===== src/rtl/sync_fifo_core.sv =====
// ----------------------------------------------------------------------------
// sync_fifo_core
//   Single-clock FIFO built on a register array with wrap-around read/write
//   pointers. Read data is registered: an accepted read updates data_out on the
//   same rising edge that pops the word.
//
// Ports
//   clk       rising-edge clock for all state
//   rst_n     asynchronous active-low reset (pointers and data_out only)
//   wr_en     write request, data_in pushed when accepted
//   rd_en     read request, head word popped into data_out when accepted
//   data_in   write data, sampled at the rising edge
//   data_out  registered read data, changes only on accepted reads
//   empty     no words stored
//   full      FIFO_DEPTH words stored
//   count     current occupancy, 0..FIFO_DEPTH
//
// Request semantics: wr_en/rd_en are requests and ~full/~empty act as the
// matching ready signals. A transfer happens on a rising edge where the request
// is high and its ready was high just before that edge. Rejected requests
// (write while full, read while empty) are silently dropped. Both requests are
// judged on the pre-edge flags, so a write into an empty FIFO is never read
// through in the same cycle.
// ----------------------------------------------------------------------------
module sync_fifo_core #(
    parameter int DATA_WIDTH = 32,
    parameter int FIFO_DEPTH = 16
) (
    input  logic                          clk,
    input  logic                          rst_n,
    input  logic                          wr_en,
    input  logic                          rd_en,
    input  logic [DATA_WIDTH-1:0]         data_in,
    output logic [DATA_WIDTH-1:0]         data_out,
    output logic                          empty,
    output logic                          full,
    output logic [$clog2(FIFO_DEPTH):0]   count
);

    localparam int AW = $clog2(FIFO_DEPTH);
    localparam logic [AW:0] PTR_ONE = {{AW{1'b0}}, 1'b1};

    // Pointers carry one extra wrap bit above the address bits so that
    // full and empty can be told apart when the address bits match.
    logic [AW:0]           wr_ptr;
    logic [AW:0]           rd_ptr;
    logic [DATA_WIDTH-1:0] mem [FIFO_DEPTH];

    logic wr_accept;
    logic rd_accept;

    assign empty     = (wr_ptr == rd_ptr);
    assign full      = (wr_ptr[AW-1:0] == rd_ptr[AW-1:0]) && (wr_ptr[AW] != rd_ptr[AW]);
    assign count     = wr_ptr - rd_ptr;

    assign wr_accept = wr_en && !full;
    assign rd_accept = rd_en && !empty;

    // Storage is deliberately left out of reset; only the pointers define
    // which entries are valid.
    always_ff @(posedge clk) begin
        if (wr_accept) begin
            mem[wr_ptr[AW-1:0]] <= data_in;
        end
    end

    always_ff @(posedge clk or negedge rst_n) begin
        if (!rst_n) begin
            wr_ptr   <= '0;
            rd_ptr   <= '0;
            data_out <= '0;
        end else begin
            if (wr_accept) begin
                wr_ptr <= wr_ptr + PTR_ONE;
            end
            if (rd_accept) begin
                // Read and write never target the same live entry in one
                // cycle: that would need both accepted while empty or full.
                data_out <= mem[rd_ptr[AW-1:0]];
                rd_ptr   <= rd_ptr + PTR_ONE;
            end
        end
    end

endmodule


===== config.mk =====
export PLATFORM = sky130hd
export DESIGN_NAME = sync_fifo_core
export DESIGN_NICKNAME = d
export VERILOG_FILES = /design/src/rtl/sync_fifo_core.sv
export SDC_FILE = /design/constraint.sdc
export NUM_CORES = 1
export LEC_CHECK = 0
export CAP_MARGIN = 30
export CELL_PAD_IN_SITES_DETAIL_PLACEMENT = 2
export CELL_PAD_IN_SITES_GLOBAL_PLACEMENT = 2
export CORE_MARGIN = 2
export CORE_UTILIZATION = 47
export DETAILED_ROUTE_END_ITERATION = 10
export GPL_ROUTABILITY_DRIVEN = 1
export GPL_TIMING_DRIVEN = 0
export PLACE_DENSITY = 0.77
export SLEW_MARGIN = 20
export SYNTH_ARGS = -nofsm -noshare
export SYNTH_HDL_FRONTEND = slang
export SYNTH_SLANG_ARGS = --single-unit

===== constraint.sdc =====
create_clock -name clk -period 7.35 [get_ports clk]
set_input_delay 0.735 -clock clk [delete_from_list [all_inputs] [get_ports clk]]
set_output_delay 0.735 -clock clk [all_outputs]
set_load 0.02 [all_outputs]

* Word level (Yosys, flattened, before mapping)
Memories as Yosys holds them, arrays and structs flattened. A register that Yosys moved wholly into a read port is not among the register bits.
Index checks and enable logic that the tools add are counted.
** Word-level totals
- Register bits :: 10
- Latch bits :: 0
- Bits in writable memories :: 512
- Memory bits (read-only) :: 0
- Input port bits :: 36
- Output and inout bits :: 39
- Logic and storage cells :: 17
- Memories :: 1
** Memory list
- mem :: words 16, bits a word 32, read ports 1, clocked after memory_dff 1, write ports 1, RTL line 47 : logic [DATA_WIDTH-1:0] mem [FIFO_DEPTH];
** Operators by class
- $add $sub $neg :: 3
- Multiply operators :: 0
- Divide/modulo/power cells :: 0
- Order comparisons :: 0
- Equality and inequality tests :: 3
- Shifts and indexed selects :: 0
- Multiplexer cells :: 2
- Bitwise gates (word level) :: 0
- Reduce and logical (&&, ||, !) cells :: 6
** Operator list (number)
- 5-bit by 1-bit adder with 5-bit output, second input constant :: 2
- 5-bit equality test :: 1
- 5-bit subtractor :: 1
- 4-bit equality test :: 1
- 1-bit logical AND :: 3
- 1-bit logical NOT :: 3
- 1-bit two-way mux :: 2
- 1-bit != test :: 1

* Depth between registers and ports, before layout
Gate-level depths: netlist (run 1).
- Depth in word-level cells :: 6
- Depth in mapped cells :: 10

* Worst setup path after synthesis (run 1)
No wires, ideal clock.
- Path type :: reg-to-reg
- From :: register rd_ptr[3]
- To :: memory mem[2][0] (enable)
- Library setup time :: 0.502 ns
- Data arrival time :: 4.682 ns
- Data required time :: 6.848 ns
- Slack :: 2.167 ns
- Stages on the path, launching flop included :: 8
- Path buffers :: 2
- Clock period less this slack :: 5.183 ns
- Cell sequence :: dfrtp_1 clkbuf_1 clkbuf_1 inv_1 ha_1 nand4_1 o21ai_1 nor4_1
** On the way
- Word-level cells in the longest chain between the ends :: 6
** Ends and longest elaborated chain
- start: declaration :: RTL line 46 : logic [AW:0] rd_ptr;
- start signal: assignment :: RTL line 80 : rd_ptr <= rd_ptr + PTR_ONE;
- 4-bit equality test :: RTL line 53 : assign full = (wr_ptr[AW-1:0] == rd_ptr[AW-1:0]) && (wr_ptr[AW] != rd_ptr[AW]);
- 1-bit logical AND :: RTL line 53
- 1-bit logical NOT :: RTL line 56 : assign wr_accept = wr_en && !full;
- 1-bit logical AND :: RTL line 56
- 1-bit two-way mux :: RTL line 62 : if (wr_accept) begin
- 1-bit two-way mux (implied by the code) :: RTL line 63 : mem[wr_ptr[AW-1:0]] <= data_in;
- end: declaration :: RTL line 47
Every way passes these cells.

* Final worst setup path (run 1)
- From :: register rd_ptr[3]
- To :: memory mem[11][14] (enable)
The elaborated chain is that of the path after synthesis.

==> results.rst, run 1 <==
.. list-table::
   :header-rows: 1

   * - Metric
     - Value
   * - Total inserted antenna cells
     - 0
   * - Worst slew margin relative to its limit
     - 34.17%
   * - Post-synth top area cell
     - edfxtp_1
   * - Clk buf depth
     - 3
   * - Share of layout cells above drive strength 1
     - 16.28%
   * - Count of pins on the block boundary
     - 75
   * - Class of the most critical setup path
     - register to register
   * - Gpl congestion
     - 0.7443
   * - Kind of launch point of the worst setup path
     - register
   * - Wire length after detailed routing
     - 71080 um
   * - Seq/Total Area, Yosys
     - 76.62%
   * - Initial Util
     - 47.45%
   * - Nets
     - ~1400
   * - TritonCTS sink count
     - approximately 550
   * - Placement Cell Area
     - ~0.023 mm^2
   * - Number of vias after detailed routing
     - 12290
   * - Area contributors post-synth
     - edfxtp_1 72%, mux2i_1 9.0%, dfrtp_1 4.9%
   * - Worst-skew pair later-pin latency
     - 620 ps
   * - Share of Yosys cell area claimed by the top area cell type
     - 71.71%
   * - Routed wire per std cell
     - 35.75 um
   * - Synthesis-stage register bit count
     - 554
   * - Cts bufs inserted
     - 57
   * - Crit path max fanout
     - 10
   * - Number of global-route vias before repair
     - about 14000
   * - RSZ-0062 raised after global routing
     - no
   * - Final std cells w/o fill
     - between 1500 and 2000
   * - Average vias per placed instance
     - 6.182
   * - Final clock period utilization by the worst path
     - 62.91%
   * - Count of flip-flops with a built-in enable after synthesis
     - 512
   * - Design Area, Final
     - 0.02543 mm^2
   * - Clock transition at the registers of the reported paths
     - 70 ps
   * - Overall die width
     - 217.6 um
   * - Crit path capture type
     - register
   * - Synth warn
     - 0
   * - Max_cap viols
     - 0
   * - Antenna violations before repair
     - 2
   * - Worst Path Arrival
     - 4940 ps
   * - Level count of the clock H-tree
     - 2
   * - Number of placement rows
     - a little under 80
   * - Maximum number of pins on one net before global-route repair
     - 33
   * - Power per standard cell area
     - 424.8 mW/mm^2
   * - Die height
     - 217.6 um
   * - DRT antenna net count
     - 0
   * - Initial drt markers
     - 1178
   * - GRT Overall Usage
     - 30.69%
   * - Kind of path behind the tightest hold check
     - input pin to async pin
   * - Post-route minimum period
     - 4624 ps
   * - Total placed cells including tap cells
     - ~1900
   * - Tightest Pin Transition
     - 982.0 ps
   * - Mapped Cells
     - 1150
   * - Port Buffer Count
     - 74
   * - Resize count post-CTS
     - 0
   * - Setup skew after layout
     - 17.34 ps
   * - Data required time of the critical path
     - 7670 ps
   * - Final hold vios
     - 0
   * - 1st-pass router iterations
     - 5
   * - Clock tree from TritonCTS
     - yes
   * - Leakage power summed over all cells
     - 8.906 nW
   * - Clock Tree Root
     - clkbuf_16
   * - Max-slew violations
     - 0
   * - Mean instance size in the synthesized netlist
     - roughly 19 um^2
   * - Total overflow reported by the global router
     - 0
   * - Fmax
     - 0.2163 GHz
   * - Status
     - complete, no violations
   * - Most instantiated flip-flop cell in the synthesis netlist
     - edfxtp_1
   * - Synthesized Nets
     - 1196
   * - Max VDD drop
     - 0.3671 mV
   * - Total standard cell area after synthesis
     - 0.02144 mm^2
   * - DRC Markers
     - 0
   * - FFs w/ async S/R, synth
     - approximately 7.6%
   * - Floorplan Core Area
     - 0.04519 mm^2
   * - Area growth, synth to finish
     - 18.63%
   * - HPWL after DPL
     - 44490 um
   * - Core utilization of the finished layout
     - approximately 56%
   * - Number of library cell types mapped by synthesis
     - 34
   * - Global-route wire length before repair
     - 101600 um
   * - Total of endpoints with negative setup slack in the final report
     - 0
   * - Die footprint
     - around 0.047 mm^2
[per-layer routing]
layer | global-route usage (%) | part of all wire [%] | up-vias | routed length (um)
met1 | 38.49 | 39 | 6584 | 28000
li1 | - | - | 5009 | -
met3 | 5.662 | 5.9 | 152 | 4210
met5 | 0 | 0.023 | - | 16
met2 | 53.80 | 51 | 542 | 36430
met4 | 10.21 | 3.4 | 2 | 2416
[through the flow]
step                      hold WS (ps)  setup WS, ps  total power, mW  setup TNS [ps]
after detailed placement         522.2          2864            7.686               0
after CTS                        499.4          2709            10.84               0
final                            521.1          2726            10.80               0
after global routing             524.9          2502            11.14               0
after floorplan                  439.4          2167            6.193               0
after global placement           510.6         -2464            7.380         -363850
[power by group]
group	internal (mW)	leakage, nW	total [mW]	switching (mW)
Sequential	3.86	5.10	4.06	0.191
Combinational	1.41	2.85	3.69	2.27
Clock	1.79	0.956	3.06	1.27
[path summary, 6_finish.rpt]
path,from,end,slack (ps),cells after the start
min in group clk,data_out[11],data_out[11],530,2
hold / removal,rst_n,data_out[28],520,2
setup / recovery,rd_ptr[3],mem[11][14],2730,11
max in group asynchronous,rst_n,data_out[14],6290,3
setup reg to reg,rd_ptr[3],mem[11][14],2730,11
hold reg to reg,data_out[11],data_out[11],530,2
[registers in the layout, summed over array words and instances, names as in the netlist]
register	flops
wr_ptr	5
rd_ptr	5
mem	512
data_out	32
[what timing repair did]
action / CTS / global route
setup buffers: 0 / 0
endpoints found under the hold margin: 10 / 0
hold buffers: 1 / 0
[layout by cell type (no fill, tap or decap), types with 21 or more instances in the layout]
master,synthesis,routed
buf_6,17,21
a21oi_1,66,66
clkbuf_1,32,49
mux2i_1,192,192
a211oi_1,32,32
clkbuf_16,0,57
edfxtp_1,512,512
buf_4,9,29
clkdlybuf4s50_1,0,73
dfrtp_1,42,42
buf_2,7,30
a2bb2oi_1,32,32
mux4_2,29,29
nor2_1,39,36
o22ai_1,64,64
[critical path, stage by stage, from the launching register on]
cell,delay (ps)
dfrtp_1,390
clkbuf_1,540
clkbuf_1,630
inv_1,150
ha_1,380
nand4_1,250
o21a_1,170
buf_2,210
nand2_1,180
nor3_2,800
buf_4,340
buf_4,240
[cell families (layout without fill, tap and decap cells)]
family / Yosys count / in the layout / synth area share, %
flip-flops: 554 / 554 / 76.62
multiplexers: 224 / 224 / 12.38
AO/OA/AOI/OAI: 201 / 201 / 6.046
buffers and inverters: 81 / 319 / 2.381
AND/OR/NAND/NOR: 67 / 67 / 1.430
XOR/XNOR: 13 / 13 / 0.5311
adder cells (fa/ha/maj): 10 / 10 / 0.6186
[final cells by class]
| class | count | area (um^2) |
|---|---|---|
| Multi-Input combinational cell | 515 | 4576 |
| Buffer | 69 | 465.4 |
| Clock inverter | 22 | 290.3 |
| Tap cell | 600 | 750.7 |
| Inverter | 12 | 45.04 |
| Timing Repair Buffer | 131 | 1239 |
| Sequential cell | 554 | 16430 |
| Clock buffer | 85 | 1642 |
| Fill cell | 3818 | 19750 |
[Yosys cell counts (2+ instances only)]
cell       instances
nand3b_1           2
a211oi_1          32
o21ai_1            3
edfxtp_1         512
a21o_1             2
ha_1               9
mux2i_1          192
nand4_1            5
dfrtp_1           42
inv_1             12
xnor2_1           10
nand3_1            2
nand2_1            5
nor3_1             4
buf_4              9
and3_1             4
o21a_1             2
buf_2              7
mux4_1             3
buf_12             2
nor4_1             4
buf_6             17
nor2_1            39
xor2_1             3
a21oi_1           66
clkbuf_1          32
a2bb2oi_1         32
mux4_2            29
o22ai_1           64
(Power assumes the default switching activity.)
==> inputs of run 2 (changes only) <==
- clock period: 7.35 -> 4.5 ns (I/O delays scaled with it)
==> run 2 against run 1 <==
Net effect: critical endpoint is now mem[1][16]; total power grew 65%; non-clock buffer count increased by 2; utilization up 0.36 points; clock skew grew 14 ps; critical path depth shrank 1; combinational power grew 69%; final cell count increased by 0.20%; fmax is 3.3% higher; sequential power increased by 64%; via count is 2.1% higher; die area did not move; critical path type unchanged; count of clock-buffer cells in the layout down 10.
==> results.rst, run 2 (synthesis gave the netlist of run 1 again) <==
.. list-table::
   :header-rows: 1

   * - Metric
     - Value
   * - Status
     - complete, no violations (unchanged)
   * - Fraction of power consumed by combinational cells
     - 34.8% (was 34.1%)
   * - Crit path capture type
     - register (unchanged)
   * - Class of the most critical setup path
     - register to register (unchanged)
   * - Leakage power summed over all cells
     - 8.960 nW (was 8.906 nW)
   * - GRT Overall Usage
     - 31.34% (was 30.69%)
   * - Share of layout cells above drive strength 1
     - 16.61% (was 16.28%)
   * - Nets
     - 1388 (was 1386)
   * - Sw Share
     - 35.69% (was 34.61%)
   * - Max VDD drop
     - 0.3640 mV (was 0.3671 mV)
   * - Sequential power share
     - 37.2% (was 37.5%)
   * - Clock transition at the registers of the reported paths
     - 70 ps (about the same)
   * - Tightest Pin Transition
     - 1041 ps (was 982.0 ps)
   * - Maximum number of pins on one net before global-route repair
     - 34 (was 33)
   * - Wire length after detailed routing
     - 74500 um (was 71080 um)
   * - Die footprint
     - 0.04734 mm^2 (unchanged)
   * - Total overflow reported by the global router
     - 0 (unchanged)
   * - Kind of launch point of the worst setup path
     - register (unchanged)
   * - Setup skew after layout
     - 31.79 ps (was 17.34 ps)
   * - Post-route minimum period
     - 4477 ps (was 4624 ps)
   * - Clock tree from TritonCTS
     - yes (unchanged)
   * - Filler cell count in the final layout
     - 3814 (was 3818)
   * - Level count of the clock H-tree
     - 2 (unchanged)
   * - Data required time of the critical path
     - 4800 ps (was 7670 ps)
   * - DRC Markers
     - 0 (unchanged)
   * - Kind of path behind the tightest hold check
     - input pin to async pin (unchanged)
   * - Total negative slack
     - 0 ps (unchanged)
   * - Int Power
     - 11.48 mW (was 7.064 mW)
   * - Reg-to-reg startpoint
     - rd_ptr[2] (was rd_ptr[3])
   * - Initial drt markers
     - 1379 (was 1178)
   * - Worst-skew pair later-pin latency
     - 630 ps (was 620 ps)
   * - Overall die width
     - 217.6 um (unchanged)
   * - Post-route total power
     - 17.86 mW (was 10.80 mW)
   * - Clock group share of total power
     - 28.0% (was 28.3%)
   * - Max FFs per register
     - 512 (unchanged)
   * - Total placed cells including tap cells
     - 1870 (was 1879)
   * - Power per standard cell area
     - 697.5 mW/mm^2 (was 424.8 mW/mm^2)
   * - HPWL after DPL
     - 43530 um (was 44490 um)
   * - DRT antenna net count
     - 0 (unchanged)
   * - Average vias per placed instance
     - 6.297 (was 6.182)
   * - Worst Reg-to-Reg Cells
     - 10 (was 11)
   * - Number of placement rows
     - 78 (unchanged)
   * - Clock Tree Root
     - clkbuf_16 (unchanged)
   * - Leading cell type in the layout, fill and taps excluded
     - edfxtp_1 (unchanged)
   * - Crit path max fanout
     - 10 (unchanged)
   * - TritonCTS sink count
     - 554 (unchanged)
   * - Max_cap viols
     - 0 (unchanged)
   * - Combined flip-flop and latch cell area
     - 0.01643 mm^2 (unchanged)
   * - Commonest non-fill, non-tap cells in the layout
     - 512 x edfxtp_1, 192 x mux2i_1, 73 x clkdlybuf4s50_1, 66 x a21oi_1, 64 x o22ai_1 (unchanged)
   * - Port Buffer Count
     - 74 (unchanged)
   * - Final std cells w/o fill
     - 1992 (was 1988)
   * - Final hold vios
     - 0 (unchanged)
   * - Switching Power
     - 6.372 mW (was 3.738 mW)
   * - Area growth, synth to finish
     - 19.39% (was 18.63%)
   * - Footprint of the multi-input gates
     - 0.004601 mm^2 (was 0.004576 mm^2)
   * - Global-route wire length before repair
     - 103200 um (was 101600 um)
   * - Routed wire per std cell
     - 37.40 um (was 35.75 um)
   * - Max-slew violations
     - 0 (unchanged)
   * - Cts bufs inserted
     - 57 (unchanged)
   * - Antenna violations before repair
     - 2 (unchanged)
   * - Worst Hold Slack
     - 242.8 ps (was 521.1 ps)
   * - Number of global-route vias before repair
     - 13670 (was 13730)
   * - Number of vias after detailed routing
     - 12540 (was 12290)
   * - Worst Path Arrival
     - 4770 ps (was 4940 ps)
   * - Clk buf depth
     - 3 (unchanged)
   * - Initial Util
     - 47.45% (unchanged)
   * - Gpl congestion
     - 0.7425 (was 0.7443)
   * - Die height
     - 217.6 um (unchanged)
   * - Final clock period utilization by the worst path
     - 99.48% (was 62.91%)
   * - Total of endpoints with negative setup slack in the final report
     - 0 (unchanged)
   * - Core utilization of the finished layout
     - 56.65% (was 56.29%)
   * - Fmax
     - 0.2234 GHz (was 0.2163 GHz)
   * - Floorplan Core Area
     - 0.04519 mm^2 (unchanged)
   * - Worst-case register-to-register setup slack
     - 20 ps (was 2730 ps)
   * - Worst slew margin relative to its limit
     - 30.61% (was 34.17%)
   * - Count of pins on the block boundary
     - 75 (unchanged)
   * - Worst flop-to-flop path endpoint
     - mem[1][16] (was mem[11][14])
   * - 1st-pass router iterations
     - 5 (unchanged)
-- run 2: cell count changes in the layout (fill, tap and decap cells not counted), moves of 4 or more --
| cell | change |
|---|---|
| buf_8 | +8 |
| clkbuf_1 | -7 |
| clkbuf_8 | -6 |
| buf_4 | -5 |
| clkinv_1 | +5 |
| buf_16 | +4 |
| clkinv_2 | +4 |
| nor3_2 | -4 |
| nor3_4 | +4 |
-- run 2: power by group through the flow --
| stage | logic, mW | clock network (mW) | registers, mW |
|---|---|---|---|
| 2_1_floorplan | 3.35 | 0 | 6.77 |
| 3_3_place_gp | 5.37 | 0 | 6.67 |
| 3_5_place_dp | 5.91 | 0 | 6.70 |
| 4_1_cts | 6.15 | 5.00 | 6.63 |
| 5_1_grt | 6.47 | 5.17 | 6.67 |
| 6_report | 6.22 | 4.99 | 6.64 |
-- run 2: through the flow --
step / cell area (um^2) / setup WS (ps)
detailed placement: 23540 / 250.5
CTS: 25450 / 52.13
floorplan: 21460 / -683.2
finish: 25600 / 23.38
global route: 25590 / -58.19
global placement: 22950 / -5094
-- run 2: worst max-delay path, stage by stage (launching register included) --
cell      delay (ps)
dfrtp_1          390
buf_2            210
inv_1            270
clkbuf_1         810
ha_1             440
nand4_1          230
o21ai_1          260
nor4_2           570
buf_2            370
buf_2            290
buf_2            290
-- run 2: cell type report --
class	instances	share of cell area (%)
Sequential cell	554	64.17
Clock inverter	33	1.256
Clock buffer	75	6.198
Tap cell	600	2.933
Antenna cell	1	0.009776
Buffer	69	1.823
Timing Repair Buffer	133	5.460
Inverter	12	0.1760
Multi-Input combinational cell	515	17.97
-- run 2: worst max-delay path by stage --
stage,startpoint,end,slack (ps),cells after the start
finish,rd_ptr[2],mem[1][16],20,10
global route,rd_ptr[2],mem[1][16],-60,10
floorplan,rd_ptr[3],mem[2][0],-680,7
CTS,rd_ptr[3],mem[9][19],50,10
global placement,rd_ptr[3],mem[1][18],-5090,7
detailed placement,rd_ptr[3],mem[8][19],250,10
-- run 2: layer usage --
layer  part of all wire, %  track usage [%]  up-vias  wire length (um)
li1                      -                -     5023                 -
met1                    39            39.23     6772             29170
met2                    51            54.41      589             38220
met3                   5.8            5.063      159              4328
met4                   3.7            12.90        0              2776
met5                     0                0        -                 0
-- run 2: timing repair --
action	in CTS	in global routing
resized for setup	0	2
setup buffers	0	12
endpoints found under the hold margin	16	0
hold buffers	1	0
endpoints found under the setup margin	0	92
==> inputs of run 3 (changes only) <==
- CORE_ASPECT_RATIO: default -> 0.8
==> run 3 against run 2 <==
Net effect: total power shrank 1.6%; fmax increased by 5.3%; sequential share of layout area up 0.43 points; highest routed layer unchanged; cell area decreased by 0.66%; worst setup slack improved by 220 ps; critical path type unchanged; clock power decreased by 4.4%; register-to-register slack improved by 220 ps; hold slack better by 16 ps; global-route usage is 0.20 points lower; utilization grew 0.21 points.
==> results.rst, run 3 (synthesis gave the netlist of run 1 again) <==
.. list-table::
   :header-rows: 1

   * - Metric
     - Value
   * - Leakage power summed over all cells
     - 8.879 nW (was 8.960 nW)
   * - Max-slew violations
     - 0 (unchanged)
   * - Max_cap viols
     - 0 (unchanged)
   * - RSZ-0062 raised after global routing
     - no
   * - Power per standard cell area
     - 690.9 mW/mm^2 (was 697.5 mW/mm^2)
   * - Crit path max fanout
     - 10 (unchanged)
   * - Class of the most critical setup path
     - register to register (unchanged)
   * - Kind of launch point of the worst setup path
     - register (unchanged)
   * - Max VDD drop
     - 0.5271 mV (was 0.3640 mV)
   * - Number of placement rows
     - 69 (was 78)
   * - Number of vias after detailed routing
     - 12260 (was 12540)
   * - Average vias per placed instance
     - 6.186 (was 6.297)
   * - Met3 Usage GRT
     - 5.181% (was 5.063%)
   * - DRC Markers
     - 0 (unchanged)
   * - Most used routing layer in global routing
     - met2 (unchanged)
   * - Post-route minimum period
     - 4253 ps (was 4477 ps)
   * - Worst Path Arrival
     - 4560 ps (was 4770 ps)
   * - Gpl congestion
     - 0.7386 (was 0.7425)
   * - Total negative slack
     - 0 ps (unchanged)
   * - Commonest non-fill, non-tap cells in the layout
     - 512 x edfxtp_1, 192 x mux2i_1, 73 x clkdlybuf4s50_1, 66 x a21oi_1, 64 x o22ai_1 (unchanged)
   * - Nets
     - 1378 (was 1388)
   * - Area growth, synth to finish
     - 18.61% (was 19.39%)
   * - Cts bufs inserted
     - 55 (was 57)
   * - Final clock period utilization by the worst path
     - 94.52% (was 99.48%)
   * - Kind of path behind the tightest hold check
     - input pin to async pin (unchanged)
   * - Wire length after detailed routing
     - 72610 um (was 74500 um)
   * - Status
     - complete, no violations (unchanged)
   * - Floorplan Core Area
     - 0.04472 mm^2 (was 0.04519 mm^2)
   * - Setup skew after layout
     - 16.98 ps (was 31.79 ps)
   * - Global-route met2 utilization
     - 52.94% (was 54.41%)
   * - Tightest Pin Transition
     - 1042 ps (was 1041 ps)
   * - Max FFs per register
     - 512 (unchanged)
   * - Placement Cell Area
     - 0.02359 mm^2 (was 0.02354 mm^2)
   * - Count of pins on the block boundary
     - 75 (unchanged)
   * - Worst-path cell with the longest stage delay
     - clkbuf_1 (unchanged)
   * - Level count of the clock H-tree
     - 2 (unchanged)
   * - HPWL after DPL
     - 44630 um (was 43530 um)
   * - Routed wire per std cell
     - 36.63 um (was 37.40 um)
   * - Worst-skew pair later-pin latency
     - 620 ps (was 630 ps)
   * - Die footprint
     - 0.04735 mm^2 (was 0.04734 mm^2)
   * - Initial Util
     - 47.94% (was 47.45%)
   * - Clock tree from TritonCTS
     - yes (unchanged)
   * - Final hold vios
     - 0 (unchanged)
   * - Clk buf depth
     - 3 (unchanged)
   * - Global-route met1 utilization
     - 40.86% (was 39.23%)
   * - CP dominant cell by count
     - buf_2 (unchanged)
   * - Crit path capture type
     - register (unchanged)
   * - Filler cell count in the final layout
     - 3834 (was 3814)
   * - Worst slew margin relative to its limit
     - 30.52% (was 30.61%)
   * - Antenna violations before repair
     - 3 (was 2)
   * - Fmax
     - 0.2351 GHz (was 0.2234 GHz)
   * - Largest stage delay on the critical path
     - 620 ps (was 810 ps)
   * - DRT antenna net count
     - 0 (unchanged)
   * - Number of global-route vias before repair
     - 13590 (was 13670)
   * - Buffers plus inverters on the worst setup path
     - 7 (was 6)
   * - TritonCTS sink count
     - 554 (unchanged)
   * - Total of endpoints with negative setup slack in the final report
     - 0 (unchanged)
   * - Data required time of the critical path
     - 4800 ps (about the same)
   * - GRT Overall Usage
     - 31.14% (was 31.34%)
   * - Port Buffer Count
     - 74 (unchanged)
   * - Clock transition at the registers of the reported paths
     - 80 ps (was 70 ps)
   * - Total overflow reported by the global router
     - 0 (unchanged)
   * - Clock Tree Root
     - clkbuf_16 (unchanged)
   * - Die height
     - 195.0 um (was 217.6 um)
   * - Global-route wire length before repair
     - 103500 um (was 103200 um)
   * - Overall die width
     - 242.8 um (was 217.6 um)
   * - Family with the most delay on the worst path
     - buffers and inverters (unchanged)
   * - Share of layout cells above drive strength 1
     - 15.98% (was 16.61%)
   * - 1st-pass router iterations
     - 6 (was 5)
   * - Initial drt markers
     - 1205 (was 1379)
   * - Design Area, Final
     - 0.02543 mm^2 (was 0.02560 mm^2)
   * - Maximum number of pins on one net before global-route repair
     - 33 (was 34)
   * - Sequence of cells on the critical path
     - clkbuf_1 > clkbuf_2 > inv_1 > ha_1 > nand4_1 > o21ai_1 > nor4_2 > buf_2 > buf_2 > buf_2 > buf_2 (was buf_2 > inv_1 > clkbuf_1 > ha_1 > nand4_1 > o21ai_1 > nor4_2 > buf_2 > buf_2 > buf_2)
   * - Leading cell type in the layout, fill and taps excluded
     - edfxtp_1 (unchanged)
   * - Post-CTS Setup Inserts
     - 0 (unchanged)
==> run 3: cell count changes in the layout (fill, tap and decap cells not counted), sizes merged <==
cell,before,now
buf,95,87
clkinv,23,15
diode,1,2
clkinvlp,3,0
clkbuf,108,116
bufinv,6,3
==> run 3: final cells by class <==
cell class	instances	area, um^2	share of cell area, %
diodes	2	5.005	0.01968
repair buffers	125	1310	5.152
well taps	603	754.5	2.967
inverters	12	45.04	0.1771
clock inverters	19	168.9	0.6643
plain buffers	69	466.7	1.835
multi-input cells	515	4601	18.09
clock buffers	83	1652	6.495
flip-flops and latches	554	16430	64.60
==> run 3: timing repair <==
action / CTS / global route
hold buffers: 1 / 0
gates resized for setup: 0 / 2
endpoints found under the setup margin: 0 / 39
endpoints found under the hold margin: 21 / 0
==> run 3: final timing paths <==
check | from | to | slack, ps | depth (start not counted)
max in group asynchronous | rst_n | data_out[13] | 3670 | 3
worst max-delay path | rd_ptr[3] | mem[3][18] | 250 | 11
min in group clk | wr_ptr[4] | wr_ptr[4] | 560 | 1
worst max register to register | rd_ptr[3] | mem[3][18] | 250 | 11
worst min register to register | wr_ptr[4] | wr_ptr[4] | 560 | 1
worst min-delay path | rst_n | data_out[28] | 260 | 2
==> run 3: through the flow <==
stage	std cells	setup slack, ps	power, mW	hold slack, ps	utilization [%]
global placement	1827	-5086	12.09	508.5	51.33
floorplan	1150	-683.2	10.12	154.4	-
detailed placement	1877	219.7	12.67	326.6	52.75
global route	1982	119.3	18.07	252.2	56.86
CTS	1980	4.011	17.61	227.1	56.85
finish	1982	246.7	17.57	258.8	56.86
==> run 3: report_power, final <==
group          total (mW)  switching, mW  internal (mW)
Sequential           6.62          0.311           6.31
Combinational        6.17           3.85           2.33
Clock                4.77           2.08           2.70
Total                17.6           6.24           11.3
==> run 3: routing by layer <==
layer	vias to the layer above	wire length [um]
met5	-	0
met4	0	2267
met3	152	4671
met2	547	36440
met1	6566	29230
li1	4996	-
==> variant: new RTL, flow settings as in run 3 <==
The parameter `FIFO_DEPTH` goes from 16 to 8.
--- a/src/rtl/sync_fifo_core.sv
+++ b/src/rtl/sync_fifo_core.sv
@@ -24,7 +24,7 @@
 // ----------------------------------------------------------------------------
 module sync_fifo_core #(
     parameter int DATA_WIDTH = 32,
-    parameter int FIFO_DEPTH = 16
+    parameter int FIFO_DEPTH = 8
 ) (
     input  logic                          clk,
     input  logic                          rst_n,
Ports: changed (resized count); port bits go from 75 to 74. The function was not compared with the original's and may differ.
==> variant against run 3 <==
Cell count decreased by 45%. Sequential share of layout area decreased by 2.2 points. Maximum frequency increased by 8.8%. Worst setup slack improved by 350 ps. Cell area decreased by 45%. Power decreased by 43%. Combinational power decreased by 40%. Synthesized area decreased by 47%. Sequential cell count decreased by 258. Wire length decreased by 53%. Critical path type unchanged. Clock skew decreased by 1.4 ps. Sequential power decreased by 42%. Non-clock buffer count decreased by 54.
==> variant: results (changes against run 3) <==
[worst_setup_path]
rrSetupSlack_ps = 590  ; +350 ps
r2r-start = rd_ptr[2]
cp.arrival_ps = 4170  ; -390 ps
worstReg2RegEnd = mem[3][26]
reg2reg_depth = 12  ; +1

[drt]
first_pass_iters = 5  ; -1
viasPerCell = 5.90  ; -4.6%
drt-initial-drc-count = 498  ; -59%
routedWlPerCell_um = 31.4  ; -14%

[final_layout]
fin_nets = 787  ; -43%
drive_gt1_share_pct = 22.6  ; +6.7 points
largest_reg_flops = 256  ; -50%
nFillCells = 2031  ; -47%
utilization_pct = 57.7  ; +0.83 points

[logic_synthesis]
ys_seq_area_share_pct = 75.9  ; -0.68 points
synth_fa_ha_area_share_pct = 0.722  ; +0.10 points
ys_async_sr_fraction_pct = 13.5  ; +5.9 points
synth_area_leaders = edfxtp_1 67%, dfrtp_1 8.7%, mux4_2 5.7%
netlist_top_cells_count = 256 x edfxtp_1, 41 x nand2_1, 40 x dfrtp_1, 33 x nand3_1
synth_edf_count = 256  ; -50%
synth_compound_area_share_pct = 4.35  ; -1.7 points
synthMuxAreaShare_pct = 12.3  ; -0.033 points
synth_xor_area_share_pct = 0.820  ; +0.29 points
synth_nets = 652  ; -45%

[sta]
worst_slew_pin_slew_ps = 863  ; -179 ps
finClkSkew_ps = 15.6  ; -1.42 ps
fin_crit_ps = 3910  ; -346 ps

[worst_hold_path]
hp-class = input port to asynchronous set/reset pin

[global_route]
grt_pass1_wl_um = 49700  ; -52%
grt_antenna_before_repair = 2  ; -1
grt_max_degree = 23  ; -30%
track_usage_pct = 27.7  ; -3.5 points
grt_pass1_vias = 7293  ; -46%

[clocking]
cts_max_level = 1  ; -1
numCtsBuffers = 30  ; -45%
cts_resized = 0  ; unchanged
cts_buffer_depth = 3  ; unchanged
clkTransAtPathRegs_ps = 70
clk_latency_ps = 560  ; -60 ps

[placed_design]
routabilityCongestion = 0.735  ; -0.47%
io_buffer_count = 73  ; -1.4%
dp_hpwl_um = 22300  ; -50%
detailed_place.area_um2 = 12900  ; -45%
pre_cts_ws_ps = 706  ; +487 ps

[power_and_ir_drop]
peakVddDrop_v = 0.000513  ; -2.7%
power_switching_mw = 3.54  ; -43%
leakage_nw = 4.80  ; -46%

[outcome]
status = complete, no violations

## variant: cell types whose count changed after synthesis, sizes merged, moves of 32 or more
cell / delta
mux2i: -160
nor2: -36
nand2: +36
o21ai: +32
a211oi: -32
a2bb2oi: -32
edfxtp: -256
mux2: +32
o221ai: +32
a21oi: -65
o22ai: -64
## variant: worst max path at each step
stage,startpoint,to
detailed placement,rd_ptr[2],mem[3][25]
global placement,rd_ptr[2],mem[3][23]
CTS,rd_ptr[2],mem[3][26]
global route,rd_ptr[2],mem[3][21]
floorplan,rd_ptr[2],mem[3][0]
finish,rd_ptr[2],mem[3][26]
## variant: power groups by stage
stage          sequential [mW]  clock (mW)  combinational [mW]
2_1_floorplan             3.96           0                1.94
3_3_place_gp              3.84           0                3.30
3_5_place_dp              3.86           0                3.67
4_1_cts                   3.82        2.51                3.77
5_1_grt                   3.86        2.60                3.94
6_report                  3.82        2.47                3.72
## variant: stage by stage
step	hold WS [ps]	std cells
6_report	421	1089
5_1_grt	432	1088
4_1_cts	433	1087
3_5_place_dp	479	1030
3_3_place_gp	468	1001
2_1_floorplan	154	610
## variant: final cells by class
type,instances,area share (%)
buffer,37,1.81
clock buffer,36,5.85
sequential,296,62.4
timing repair buffer,103,7.59
multi-input combinational,268,18.1
clock inverter,20,1.07
antenna,2,0.0360
inverter,9,0.243
tap,318,2.86
## variant: metal layers
layer  GRT usage [%]  vias up  part of all wire [%]
met5               0        -                     0
met4            8.81        0                   2.8
met3            3.89       58                   4.0
met2            48.6      197                    52
met1            35.8     3460                    42
li1                -     2710                     -
## variant: cells by family (layout without fill, tap and decap cells)
family,Yosys count,count (layout)
buf+inv,46,205
other cells,0,2
compound gates,71,71
mux,96,96
simple gates,86,86
fa+ha+maj,6,6
flops,296,296
xor+xnor,9,9
## variant: worst max-delay path, cell delays in order (launching register included)
cell and delay (ps):
dfrtp_1 350, clkbuf_1 240, buf_2 310, buf_2 360
inv_1 90, ha_1 370, nand3_1 200, nor2b_1 100
nand2b_1 270, nor3_2 680, buf_6 260, buf_4 190
buf_4 180
## variant: timing repair
item,4_1_cts,5_1_grt
hold buffers,1,0
buffers inserted,0,0
endpoints found under the hold margin,19,0
setup endpoints to repair,0,0
